[src/rtl/dm_arb_pkg.sv]
// Shared definitions for the data-memory arbiter: port indices, dm byteExt
// encodings and the per-cycle grant type.
package dm_arb_pkg;

  localparam int unsigned PORT_CPU = 0;
  localparam int unsigned PORT_LDR = 1;
  localparam int unsigned NPORTS   = 2;

  localparam int unsigned WAIT_CNT_W = 4;

  localparam logic [1:0] BEXT_WORD = 2'b00;
  localparam logic [1:0] BEXT_HALF = 2'b01;
  localparam logic [1:0] BEXT_BYTE = 2'b10;

  typedef enum logic [1:0] {
    GNT_NONE = 2'd0,
    GNT_CPU  = 2'd1,
    GNT_LDR  = 2'd2
  } gnt_e;

endpackage

[src/rtl/arb_starve_cnt.sv]
// Saturating loader wait counter: counts cycles an eligible loader request
// loses arbitration, clears on grant or request drop, holds otherwise.
module arb_starve_cnt
  import dm_arb_pkg::*;
#(
  parameter int unsigned MAX_WAIT = 4
) (
  input  logic                  clk,
  input  logic                  rst,
  input  logic                  i_inc,
  input  logic                  i_clr,
  output logic [WAIT_CNT_W-1:0] o_cnt,
  output logic                  o_at_max
);

  localparam logic [WAIT_CNT_W-1:0] MAX_CNT = WAIT_CNT_W'(MAX_WAIT);

  logic [WAIT_CNT_W-1:0] r_cnt;

  always_ff @(posedge clk) begin
    if (rst) begin
      r_cnt <= '0;
    end else if (i_clr) begin
      r_cnt <= '0;
    end else if (i_inc && (r_cnt != MAX_CNT)) begin
      r_cnt <= r_cnt + 1'b1;
    end
  end

  assign o_cnt    = r_cnt;
  assign o_at_max = (r_cnt == MAX_CNT);

endmodule

[src/rtl/dm_arbiter.sv]
// Two-port arbiter for the single dm_4k port: CPU has fixed priority, the
// loader is protected from starvation, one access per cycle, 1-cycle ack.
module dm_arbiter
  import dm_arb_pkg::*;
#(
  parameter int unsigned AW       = 12,
  parameter int unsigned DW       = 32,
  parameter int unsigned MAX_WAIT = 4
) (
  input  logic          clk,
  input  logic          rst,
  input  logic          c_req,
  input  logic          c_we,
  input  logic [1:0]    c_bext,
  input  logic [AW-1:0] c_addr,
  input  logic [DW-1:0] c_wdata,
  output logic          c_ack,
  output logic [DW-1:0] c_rdata,
  output logic          c_stall,
  input  logic          l_req,
  input  logic          l_we,
  input  logic [1:0]    l_bext,
  input  logic [AW-1:0] l_addr,
  input  logic [DW-1:0] l_wdata,
  output logic          l_ack,
  output logic [DW-1:0] l_rdata,
  output logic [AW-1:0] m_addr,
  output logic [DW-1:0] m_din,
  output logic [1:0]    m_bext,
  output logic          m_wEn,
  input  logic [DW-1:0] m_dout
);

  logic [NPORTS-1:0]     r_busy;
  logic [NPORTS-1:0]     r_ack;
  logic [DW-1:0]         r_c_rdata;
  logic [DW-1:0]         r_l_rdata;

  logic                  w_c_elig;
  logic                  w_l_elig;
  logic                  w_at_max;
  logic                  w_cnt_inc;
  logic                  w_cnt_clr;
  logic [WAIT_CNT_W-1:0] w_wait_cnt;
  logic                  w_we;
  gnt_e                  w_gnt;

  assign w_c_elig = c_req & ~r_busy[PORT_CPU];
  assign w_l_elig = l_req & ~r_busy[PORT_LDR];

  always_comb begin
    w_gnt = GNT_NONE;
    if (w_l_elig && (!w_c_elig || w_at_max)) begin
      w_gnt = GNT_LDR;
    end else if (w_c_elig) begin
      w_gnt = GNT_CPU;
    end
  end

  always_comb begin
    m_addr = '0;
    m_din  = '0;
    m_bext = BEXT_WORD;
    w_we   = 1'b0;
    case (w_gnt)
      GNT_CPU: begin
        m_addr = c_addr;
        m_din  = c_wdata;
        m_bext = c_bext;
        w_we   = c_we;
      end
      GNT_LDR: begin
        m_addr = l_addr;
        m_din  = l_wdata;
        m_bext = l_bext;
        w_we   = l_we;
      end
      default: ;
    endcase
  end

  assign m_wEn = w_we & ~rst;

  assign w_cnt_inc = w_l_elig & (w_gnt != GNT_LDR);
  assign w_cnt_clr = (w_gnt == GNT_LDR) | ~l_req;

  arb_starve_cnt #(
    .MAX_WAIT (MAX_WAIT)
  ) u_starve (
    .clk      (clk),
    .rst      (rst),
    .i_inc    (w_cnt_inc),
    .i_clr    (w_cnt_clr),
    .o_cnt    (w_wait_cnt),
    .o_at_max (w_at_max)
  );

  always_ff @(posedge clk) begin
    if (rst) begin
      r_busy    <= '0;
      r_ack     <= '0;
      r_c_rdata <= '0;
      r_l_rdata <= '0;
    end else begin
      r_busy[PORT_CPU] <= (w_gnt == GNT_CPU);
      r_busy[PORT_LDR] <= (w_gnt == GNT_LDR);
      r_ack[PORT_CPU]  <= (w_gnt == GNT_CPU);
      r_ack[PORT_LDR]  <= (w_gnt == GNT_LDR);
      if ((w_gnt == GNT_CPU) && !c_we) begin
        r_c_rdata <= m_dout;
      end
      if ((w_gnt == GNT_LDR) && !l_we) begin
        r_l_rdata <= m_dout;
      end
    end
  end

  // Acks are masked while rst is high so an access issued just before reset
  // never completes, even though its ack register was already loaded.
  assign c_ack   = r_ack[PORT_CPU] & ~rst;
  assign l_ack   = r_ack[PORT_LDR] & ~rst;
  assign c_rdata = r_c_rdata;
  assign l_rdata = r_l_rdata;
  assign c_stall = c_req & ~c_ack;

endmodule
[config.mk]
export PLATFORM = sky130hd
export DESIGN_NAME = dm_arbiter
export DESIGN_NICKNAME = d
export VERILOG_FILES = /design/src/rtl/dm_arb_pkg.sv /design/src/rtl/arb_starve_cnt.sv /design/src/rtl/dm_arbiter.sv
export SDC_FILE = /design/constraint.sdc
export NUM_CORES = 1
export LEC_CHECK = 0
export ABC_CLOCK_PERIOD_IN_PS = 2340
export BUFFER_PORTS_ARGS = -buffer_cell sky130_fd_sc_hd__buf_2
export CAP_MARGIN = 25
export CORE_MARGIN = 2
export CORE_UTILIZATION = 40
export DETAILED_ROUTE_END_ITERATION = 12
export HOLD_SLACK_MARGIN = 0.15
export PLACE_DENSITY = 0.86
export SYNTH_ARGS = -nofsm -noshare
export SYNTH_HDL_FRONTEND = slang
export SYNTH_SLANG_ARGS = --single-unit
[constraint.sdc]
create_clock -name clk -period 2.34 [get_ports clk]
set_clock_uncertainty 0.15 [all_clocks]
set_input_delay 0.117 -clock clk [delete_from_list [all_inputs] [get_ports clk]]
set_output_delay 0.117 -clock clk [all_outputs]
set_load 0.05 [all_outputs]
=== Word level (Yosys, flattened, before mapping) ===
Index checks and enable logic that the tools add are counted.

* Add/sub/neg operators: 1
* Eq/ne operators: 5
* Multiplexer cells: 6
* Bitwise operators: 13
* Reduce and logical (&&, ||, !) cells: 9

{| class="wikitable"
|+ Operators by type and width
! kind !! number
|-
| $pmux W32 S2 || 1
|-
| $pmux W12 S2 || 1
|-
| $and A1 B1 Y1 || 7
|-
| $not A1 Y1 || 5
|-
| $add A4 B1 Y4 const B || 1
|-
| $eq A4 B3 Y1 const B || 1
|-
| $logic_and A1 B1 Y1 || 4
|-
| $ne A4 B3 Y1 const B || 1
|-
| $pmux W2 S2 || 1
|-
| $logic_not A1 Y1 || 3
|-
| $eq A2 B1 Y1 const B || 1
|-
| $eq A2 B2 Y1 const B || 1
|-
| $mux W2 || 1
|-
| $ne A2 B2 Y1 const B || 1
|-
| $pmux W1 S2 || 1
|-
| $reduce_or A2 Y1 || 1
|-
| $logic_or A1 B1 Y1 || 1
|-
| $mux W1 || 1
|-
| $or A1 B1 Y1 || 1
|}

* Bits in registers: 70
* Output and inout port bits: 114
* Logic and storage cells: 38

=== Depth between registers and ports, before layout ===
* Depth in word-level cells: 9
* Depth in mapped cells: 8
* Gate-level depth less buffers: 5

=== Cells and area by module ===
From an unflattened synthesis, not the netlist that was laid out.

* Cell total of the unflattened synthesis: 390
* Area total of the unflattened synthesis: 3368.2 um2

{| class="wikitable"
|+ Modules (own cells, without submodules)
! module !! instances !! cells an instance !! area an instance (um2) !! seq. area each (um2)
|-
| dm_arbiter || 1 || 365 || 3139.3 || 1321.3
|-
| arb_starve_cnt || 1 || 25 || 229.0 || 80.1
|}

=== Worst setup path after synthesis ===
No wires, ideal clock.

* Path type: flip-flop to output port
* Start: reg u_starve.r_cnt[0], in the netlist u_starve.o_cnt[0]
* End: out m_addr[2]
* Arrival time: 1888 ps
* Data required time: 2073 ps
* Slack: 185 ps
* Stages on the path, launching flop included: 9
* Buffers on the path: 3
* Path through: dfxtp_1 inv_1 ha_1 and3b_1 clkbuf_2 a21oi_1 buf_2 buf_2 a22o_1

* Word-level cells in the longest chain between the ends: 6
* Elaborated cells between the ends (all ways): 7
* Classes of those cells: 3 x eq/ne; 2 x mux; 2 x reduce/logical

{| class="wikitable"
|+ RTL lines
! item !! RTL line !! RTL
|-
| start: declaration || arb_starve_cnt.sv:18 || <nowiki>logic [WAIT_CNT_W-1:0] r_cnt;</nowiki>
|-
| start signal: assignment || arb_starve_cnt.sv:26 || <nowiki>r_cnt <= r_cnt + 1'b1;</nowiki>
|-
| $eq A4 B3 Y1 * || arb_starve_cnt.sv:31 || <nowiki>assign o_at_max = (r_cnt == MAX_CNT);</nowiki>
|-
| $logic_or A1 B1 Y1 * || dm_arbiter.sv:53 || <nowiki>if (w_l_elig && (!w_c_elig || w_at_max)) begin</nowiki>
|-
| $logic_and A1 B1 Y1 * || dm_arbiter.sv:53 ||
|-
| $mux W2 * || dm_arbiter.sv:53 ||
|-
| $eq A2 B2 Y1 / $eq A2 B1 Y1 (equally long branches) || dm_arbiter.sv:65 || <nowiki>case (w_gnt)</nowiki>
|-
| $pmux W12 S2 * || dm_arbiter.sv:65 ||
|-
| end: declaration || dm_arbiter.sv:27 || <nowiki>output logic [AW-1:0] m_addr,</nowiki>
|}

Every way passes the cells marked *; elsewhere a longest branch is shown, timed or not.

=== Worst setup path after layout ===
* Start: reg u_starve.r_cnt[1], in the netlist u_starve.o_cnt[1]
* End: out m_din[14]

* Word-level cells in the longest chain between the ends: 6
* Elaborated cells between the ends (all ways): 7
* Classes of those cells: 3 x eq/ne; 2 x mux; 2 x reduce/logical

{| class="wikitable"
|+ RTL lines
! item !! RTL line !! RTL
|-
| $eq A4 B3 Y1 * || arb_starve_cnt.sv:31 ||
|-
| $logic_or A1 B1 Y1 * || dm_arbiter.sv:53 ||
|-
| $logic_and A1 B1 Y1 * || dm_arbiter.sv:53 ||
|-
| $mux W2 * || dm_arbiter.sv:53 ||
|-
| $eq A2 B2 Y1 / $eq A2 B1 Y1 (equally long branches) || dm_arbiter.sv:65 ||
|-
| $pmux W32 S2 * || dm_arbiter.sv:65 ||
|-
| end: declaration || dm_arbiter.sv:28 || <nowiki>output logic [DW-1:0] m_din,</nowiki>
|}

Marked as above.

==> impl_results.md <==
- Status: finished, final reports clean
- Clock period minus worst slack: 2320 ps
- Hold Path Class: input pin to flip-flop
- Layout area overhead: 65.6%
- Core area: 7810 um^2
- Antenna violations before repair: 1
- Fin util: 69.3%
- Vias per cell: 5.21
- Clk slew on worst S/H paths: 80 ps
- DP HPWL: 8.91 mm
- Fill cell count: 535
- Post-synth top area cell: dfxtp_1
- Initial core utilization: 41.9%
- Slowest cell on crit path: dfxtp_1
- CP Capture Type: output pin
- Final setup vio count: 0
- CP max FO: 12
- Syn avg cell area: 9.36 um^2
- Pleak: 2.80 nW
- Htree depth: 3
- Data required, critical path: 2070 ps
- Nets: 757
- Drt wl/cell: 18.5 um
- Share of Yosys cell area claimed by the top area cell type: 42.9%
- Clk buf depth: 2
- Fin. Hold Viols: 0
- # DRC: 0
- Sink Count: 70
- Die area: 8910 um^2
- Seq cells post-synth: 70
- VDD IR max: 0.571 mV
- Inserted Clock Buffers: 9
- Crit path kind: flip-flop to output pin
- Vias: 3,821
- Synth cell types: 30
- Maximum clock rate: 432 MHz
- Max_slew headroom: 60.0%
- Synth warn: 0
- Post-Syn Instances: 349
- Floorplan die height: 94.4 um
- Worst Tran Pin Value: 599 ps
- Initial drt markers: 187
- Syn Nets: 481
- Crit path arrival time: 2050 ps
- Io pins: 244
- Fin. max-slew vios: 0
- CP Launch Type: flip-flop
- Cell Area, Synth: 3270 um^2
- Vias in the first global route: 3,775
- # Max-Cap Violations: 0
- Die X: 94.4 um
- CTS tree: done
- First-pass GRT wire length: 18.8 mm
- CP delay by family, top: buffers and inverters
- PD cells: 615 nW/um^2
- Synth area leaders: dfxtp_1 (43%), mux2i_1 (20%), a22o_1 (12%)
- Root buffer cell: clkbuf_8
- Register area share after synthesis: 42.9%
- DRT antenna net count: 0
- Initial DRT Pass Iterations: 4
- Total wire length: 13.5 mm
- CP bufs+invs: 4
- Fin cells: 733
- Global route total overflow: 0
- # placed instances: 672
- Layout cell share with drive strength beyond 1: 45.4%
- Fin crit share: 99.0%
- Max incr delay on CP: 370 ps
- GRT Util Overall: 27.8%
- Gpl congestion: 0.774
- Largest net degree at the start of global routing: 65
- Critical Path, Cell by Cell: inv_1 > ha_1 > and3b_2 > a21oi_4 > buf_4 > clkbuf_16 > a22o_1 > buf_6
- Clk_lat worst skew: 340 ps
- Placement Rows: 32
- Port Buffers: 243
- RSZ-0062 raised after global routing: true
## placed cells by master, fill, tap and decap left out, types with 4 or more instances in the layout
| master | count |
|---|---|
| dfxtp_1 | 69 |
| dlygate4sd3_1 | 35 |
| buf_4 | 41 |
| nor2b_1 | 4 |
| mux2i_1 | 64 |
| a22o_1 | 44 |
| nand2_1 | 101 |
| buf_2 | 197 |
| buf_6 | 18 |
| clkbuf_8 | 12 |
## routing by layer
layer	wire [um]	share of wire, %	track usage (%)
met5	0	0	0
met3	1360	10	8.94
met4	414	3.1	14.5
met1	4840	36	28.9
met2	6930	51	50.0
## timing repair
item,4_1_cts,5_1_grt
gates resized for setup,55,15
hold endpoints to repair,68,0
hold buffers,35,0
gates cloned,1,1
buffers inserted,0,7
pin swaps,1,2
endpoints found under the setup margin,46,46
## metrics by stage
step	cell area [um^2]	setup slack [ps]	hold slack (ps)	total power, W	TNS [ps]
floorplan	3270	185	129	0.00198	0
global placement	4570	312	233	0.00226	0
detailed placement	4570	253	246	0.00227	0
CTS	5280	5.06	228	0.00329	0
global route	5410	-33.2	259	0.00343	-437
finish	5410	23.8	241	0.00333	0
## worst min-delay path, delay by kind of cell
family,cells,cell delay (ps)
buffers and inverters,3,410
AND/OR/NAND/NOR,1,100
multiplexers,1,50
## final timing paths
check / from / to / slack (ps) / depth (start not counted)
hold / removal: rst / l_rdata[8] / 240 / 5
setup / recovery: u_starve.o_cnt[1] / m_din[14] / 20 / 8
setup reg to reg: u_starve.o_cnt[1] / c_rdata[26] / 260 / 7
hold reg to reg: c_rdata[14] / c_rdata[14] / 310 / 2
## synth_stat cells
library cell and number:
buf_6 3, a211oi_2 1, clkbuf_1 16, inv_2 1
or4_1 1, mux2i_1 64, buf_12 2, a211o_1 2
inv_1 2, buf_2 8, nand4b_1 2, nor2b_1 4
a22o_1 46, nand3_1 2, nor2b_2 1, nand3b_1 1
and2_1 2, a211oi_1 1, a21oi_1 5, dfxtp_1 70
clkbuf_2 1, a31oi_1 2, or3b_2 1, and3b_1 1
nand4_1 2, o211ai_1 2, nand2b_1 2, buf_4 1
ha_1 2, nand2_1 101
## flip-flops by register name (all words and copies together) (netlist names)
name            cells
r_ack               2
c_rdata            32
u_starve.o_cnt      4
l_rdata            32
## kinds of logic (layout without fill, tap and decap cells)
group	Yosys count	in the layout	share of synthesized area [%]
AO/OA/AOI/OAI	59	59	15.1
adder cells (fa/ha/maj)	2	2	0.766
buffers and inverters	34	315	6.05
flip-flops	70	70	42.9
multiplexers	64	64	19.6
other	0	1	0
AND/OR/NAND/NOR	120	120	15.6
## where the power goes
part / leakage (nW) / internal (W) / switching (W)
Clock: 0.0889 / 0.000473 / 0.000450
Combinational: 2.14 / 0.000401 / 0.000734
Sequential: 0.571 / 0.00124 / 0.0000295
## cell type report
class                   count  area (um^2)  area share (%)
diodes                      1         2.50          0.0462
clock buffers              14          173            3.19
multi-input cells         245         1720            31.8
flip-flops and latches     70         1400            25.9
inverters                   3         11.3           0.208
well taps                 102          128            2.36
clock inverters             2         15.0           0.277
repair buffers            296         1960            36.2
Power figures use the tool's default switching activity.
